## config.mk

```make
export PLATFORM = sky130hd
export DESIGN_NAME = uart_tx
export DESIGN_NICKNAME = d
export VERILOG_FILES = /design/src/rtl/uart_tx.sv
export SDC_FILE = /design/constraint.sdc
export NUM_CORES = 1
export LEC_CHECK = 0
export ABC_AREA = 1
export BUFFER_PORTS_ARGS = -buffer_cell sky130_fd_sc_hd__buf_4
export CAP_MARGIN = 25
export CORE_ASPECT_RATIO = 1.4
export CORE_UTILIZATION = 50
export CTS_CLUSTER_DIAMETER = 80
export CTS_CLUSTER_SIZE = 30
export DETAILED_ROUTE_END_ITERATION = 6
export PLACE_DENSITY = 0.74
export SETUP_SLACK_MARGIN = 0.1
export SLEW_MARGIN = 20
export SYNTH_ARGS = -nofsm -noshare
export SYNTH_HDL_FRONTEND = slang
export SYNTH_SLANG_ARGS = --single-unit
```

## constraint.sdc

```tcl
create_clock -name clk -period 1.25 [get_ports clk]
set_input_delay 0.1875 -clock clk [delete_from_list [all_inputs] [get_ports clk]]
set_output_delay 0.1875 -clock clk [all_outputs]
set_load 0.02 [all_outputs]
```

## src/rtl/uart_tx.sv

```systemverilog
// UART serial transmitter: start bit, DBIT data bits LSB first, optional
// parity bit and SB_TICK/16 stop bits, paced by a 16x oversampling tick.
module uart_tx #(
    parameter int DBIT    = 8,
    parameter int SB_TICK = 16,
    parameter int PARITY  = 0
) (
    input  logic            clk,
    input  logic            reset,
    input  logic            tx_start,
    input  logic            s_tick,
    input  logic [DBIT-1:0] din,
    output logic            tx_done_tick,
    output logic            tx_busy,
    output logic            tx
);

    localparam int SW = (SB_TICK > 16) ? 5 : 4;
    localparam int NW = (DBIT > 1) ? $clog2(DBIT) : 1;

    typedef enum logic [2:0] {
        IDLE,
        START,
        DATA,
        PAR,
        STOP
    } state_e;

    state_e          state_q, state_d;
    logic [SW-1:0]   s_q, s_d;
    logic [NW-1:0]   n_q, n_d;
    logic [DBIT-1:0] b_q, b_d;
    logic            p_q, p_d;
    logic            tx_q, tx_d;
    logic            done_q, done_d;

    always_ff @(posedge clk or negedge reset) begin
        if (!reset) begin
            state_q <= IDLE;
            s_q     <= '0;
            n_q     <= '0;
            b_q     <= '0;
            p_q     <= 1'b0;
            tx_q    <= 1'b1;
            done_q  <= 1'b0;
        end else begin
            state_q <= state_d;
            s_q     <= s_d;
            n_q     <= n_d;
            b_q     <= b_d;
            p_q     <= p_d;
            tx_q    <= tx_d;
            done_q  <= done_d;
        end
    end

    // tx is registered, so it is loaded with the level of the state being entered
    always_comb begin
        state_d = state_q;
        s_d     = s_q;
        n_d     = n_q;
        b_d     = b_q;
        p_d     = p_q;
        tx_d    = tx_q;
        done_d  = 1'b0;
        unique case (state_q)
            IDLE: begin
                tx_d = 1'b1;
                if (tx_start) begin
                    b_d     = din;
                    s_d     = '0;
                    tx_d    = 1'b0;
                    state_d = START;
                end
            end
            START: begin
                if (s_tick) begin
                    if (s_q == SW'(15)) begin
                        s_d     = '0;
                        n_d     = '0;
                        p_d     = (PARITY == 1);
                        tx_d    = b_q[0];
                        state_d = DATA;
                    end else begin
                        s_d = s_q + 1'b1;
                    end
                end
            end
            DATA: begin
                if (s_tick) begin
                    if (s_q == SW'(15)) begin
                        s_d = '0;
                        b_d = b_q >> 1;
                        p_d = p_q ^ b_q[0];
                        if (n_q == NW'(DBIT - 1)) begin
                            if (PARITY != 0) begin
                                tx_d    = p_q ^ b_q[0];
                                state_d = PAR;
                            end else begin
                                tx_d    = 1'b1;
                                state_d = STOP;
                            end
                        end else begin
                            n_d  = n_q + 1'b1;
                            tx_d = b_d[0];
                        end
                    end else begin
                        s_d = s_q + 1'b1;
                    end
                end
            end
            PAR: begin
                if (s_tick) begin
                    if (s_q == SW'(15)) begin
                        s_d     = '0;
                        tx_d    = 1'b1;
                        state_d = STOP;
                    end else begin
                        s_d = s_q + 1'b1;
                    end
                end
            end
            STOP: begin
                if (s_tick) begin
                    if (s_q == SW'(SB_TICK - 1)) begin
                        s_d     = '0;
                        tx_d    = 1'b1;
                        done_d  = 1'b1;
                        state_d = IDLE;
                    end else begin
                        s_d = s_q + 1'b1;
                    end
                end
            end
            default: begin
                tx_d    = 1'b1;
                state_d = IDLE;
            end
        endcase
    end

    assign tx           = tx_q;
    assign tx_done_tick = done_q;
    assign tx_busy      = (state_q != IDLE);

endmodule

```

==> summary.md <==
| Metric | Value |
|---|---|
| Syn_area_per_cell | `7.383 µm²` |
| Top delay family on crit path | `buffers and inverters` |
| I/O Pins | `15` |
| CTS Root Cell | `clkbuf_4` |
| Worst Path Max Fanout | `4` |
| Maximum buffer depth of the clock tree | `2` |
| Power density cells | `2251 mW/mm²` |
| Gr usage total | `26.44%` |
| Status | `finished with violations` |
| Maximum clock rate | `705.6 MHz` |
| Fraction of layout cells with a size suffix above 1 | `41.33%` |
| Synthesized instance count | `151` |
| Antenna Nets Post-Route | `0` |
| Number of diodes | `0` |
| RSZ-0062 raised after global routing | `true` |
| WP data required | `1.45 ns` |
| Max VDD drop | `1.964 mV` |
| Grt total ovfl | `0` |
| Fin Setup TNS | `-2.223 ns` |
| Synthesized area | `0.001115 mm²` |
| Syn Nets | `166` |
| Crit path largest cell delay | `0.42 ns` |
| Slew @ Worst Pin | `0.2741 ns` |
| CP Class | `reg -> reg` |
| Leak | `0.8731 nW` |
| WP buf/inv | `4` |
| Rows | `19` |
| Starting Density | `55.17%` |
| Die height | `57.87 µm` |
| H-tree depth | `1` |
| Final hold viol count | `0` |
| Relative slew slack | `81.66%` |
| Maxcap violations | `0` |
| Largest net degree at the start of global routing | `21` |
| Num CTS Buffers | `3` |
| Failing checks | `setup timing` |
| Die Area | `0.002425 mm²` |
| CTS tree | `yes` |
| Vias in the first global route | `1179` |
| CP Capture Type | `flop` |
| Pre-CTS WS | `-0.1461 ns` |
| Final std cells w/o fill | `217` |
| Drt via density | `5.618` |
| DR WL/cell | `15.55 µm` |
| CP max stage cell | `dfrtp_2` |
| Skew final | `0.001202 ns` |
| Initial antenna violation count | `0` |
| Number of setup violations in the final report | `21` |
| DRC Markers | `0` |
| DRT iter0 DRCs | `50` |
| Chip width | `41.91 µm` |
| Hold crit path type | `in -> reg` |
| Core ar. | `0.002021 mm²` |
| RD Place Congestion | `0.8541` |
| YS warnings | `0` |
| Clock slew at reported path FFs | `0.11 ns` |
| TritonCTS Sinks | `20` |
| Final setup margin | `-0.1673 ns` |
| DRT Pass-1 Iters | `4` |
| Global route hottest layer | `met2` |
| GR Util met2 | `47.54%` |
| Via count | `1219` |
| Final wirelength | `3375 µm` |
| Latest clock arrival within the worst-skew pair | `0.31 ns` |
| Met3 Usage GRT | `4.050%` |
| NumNets Final | `212` |
| M1 GR Usage | `28.80%` |
| Fin util | `82.85%` |
| Placed Cells | `197` |
| Final critical-path share of the clock period | `113.4%` |
| WP data arrival | `1.62 ns` |
| Post-DP HPWL | `1769 µm` |
| Worst setup SP type | `flop` |
| CP dominant cell by count | `buf_6` |
| Synth-to-layout area growth | `50.17%` |
| Post-synth cell types | `19` |
| First-pass GRT wire length | `4871 µm` |
| Final Max Tran Viols | `0` |
| Crit path cell chain | `buf_6 > inv_4 > nor2_4 > buf_6 > nand3_4 > buf_6 > nand4_1 > nand2_1` |
| Sequential cell area fraction in the yosys report | `45.01%` |
| PortBufs | `14` |
| Flops & latches, synth | `20` |
| Min cycle time layout | `1.417 ns` |
[power by group]
group          switching (W)  leakage (nW)  internal, W
registers           0.000152         0.248     0.000892
clock network       0.000211        0.0210     0.000178
logic                0.00133         0.604      0.00100
total                0.00169         0.873      0.00207
[layout make-up]
type / count / area (µm²)
multi-input combinational: 108 / 671.9
fill: 113 / 346.6
inverter: 22 / 90.09
clock buffer: 4 / 36.28
tap: 21 / 26.28
sequential: 20 / 505.5
timing repair buffer: 42 / 344.1
[cell usage in the layout (no fill, tap or decap), drive strengths merged]
cell | Yosys | routed
buf | 2 | 41
clkbuf | 0 | 4
clkinv | 0 | 1
dfrtp | 19 | 19
dfstp | 1 | 1
dlygate4sd3 | 0 | 1
ha | 3 | 3
inv | 22 | 21
nand2 | 57 | 58
nand3 | 15 | 15
nand4 | 6 | 6
nor2 | 6 | 6
nor3 | 2 | 2
nor4 | 1 | 1
o21ai | 17 | 17
[cell usage after synthesis (all sizes together)]
master	instances	area share, %
inv	22	7.4
nand3	15	7.2
dfstp	1	2.4
nor2	6	2.5
nand2	57	20
nand4	6	3.4
buf	2	1.5
ha	3	3.4
nor3	2	1.9
o21ai	17	7.6
nor4	1	0.56
dfrtp	19	43
[worst paths after layout]
path | to | slack (ns) | from | cells after the start
worst max-delay path | state_q[2] | -0.17 | state_q[1] | 8
worst min-delay path | b_q[7] | 0.13 | din[7] | 3
worst max register to register | state_q[2] | -0.17 | state_q[1] | 8
worst min register to register | b_q[7] | 0.53 | b_q[7] | 2
max in group asynchronous | tx | 0.70 | reset | 2
min in group asynchronous | s_q[2] | 0.28 | reset | 2
[stage by stage]
stage                     area, µm²  hold slack (ns)  power, W
after floorplan                1147          -0.1081  0.002030
after global placement         1360          0.07824  0.002492
after detailed placement       1360          0.08458  0.002529
after CTS                      1521           0.1207  0.003239
after global routing           1674           0.1447  0.003988
final                          1674           0.1272  0.003768
[layer usage]
layer	wire length, µm	vias to the layer above
met1	1217	561
met4	125	0
met3	203	13
met2	1829	67
li1	-	578
met5	0	-
[worst register-to-register path, delay by kind of cell (launching register included)]
kind | cells | cell delay (ns)
buffers and inverters | 4 | 0.46
AND/OR/NAND/NOR | 4 | 0.42
flip-flops | 1 | 0.42
[flip-flops by register name, indices dropped and copies added, names as in the netlist]
signal	flops
b_q	8
tx	1
s_q	4
n_q	3
state_q	3
tx_done_tick	1
[kinds of logic after synthesis]
logic type	share of synthesized area, %
compound gates	7.632
fa+ha+maj	3.367
buf+inv	8.866
simple gates	35.13
flops	45.01
[what timing repair did]
item                       4_1_cts  5_1_grt
setup endpoints to repair       22       22
hold buffers                     1        0
buffers inserted                 7        7
hold endpoints to repair        20        0
pin swaps                        4       10
cloned                           0        1
gates resized for setup         16       29
Note: power is estimated with default switching activity, not from simulation.
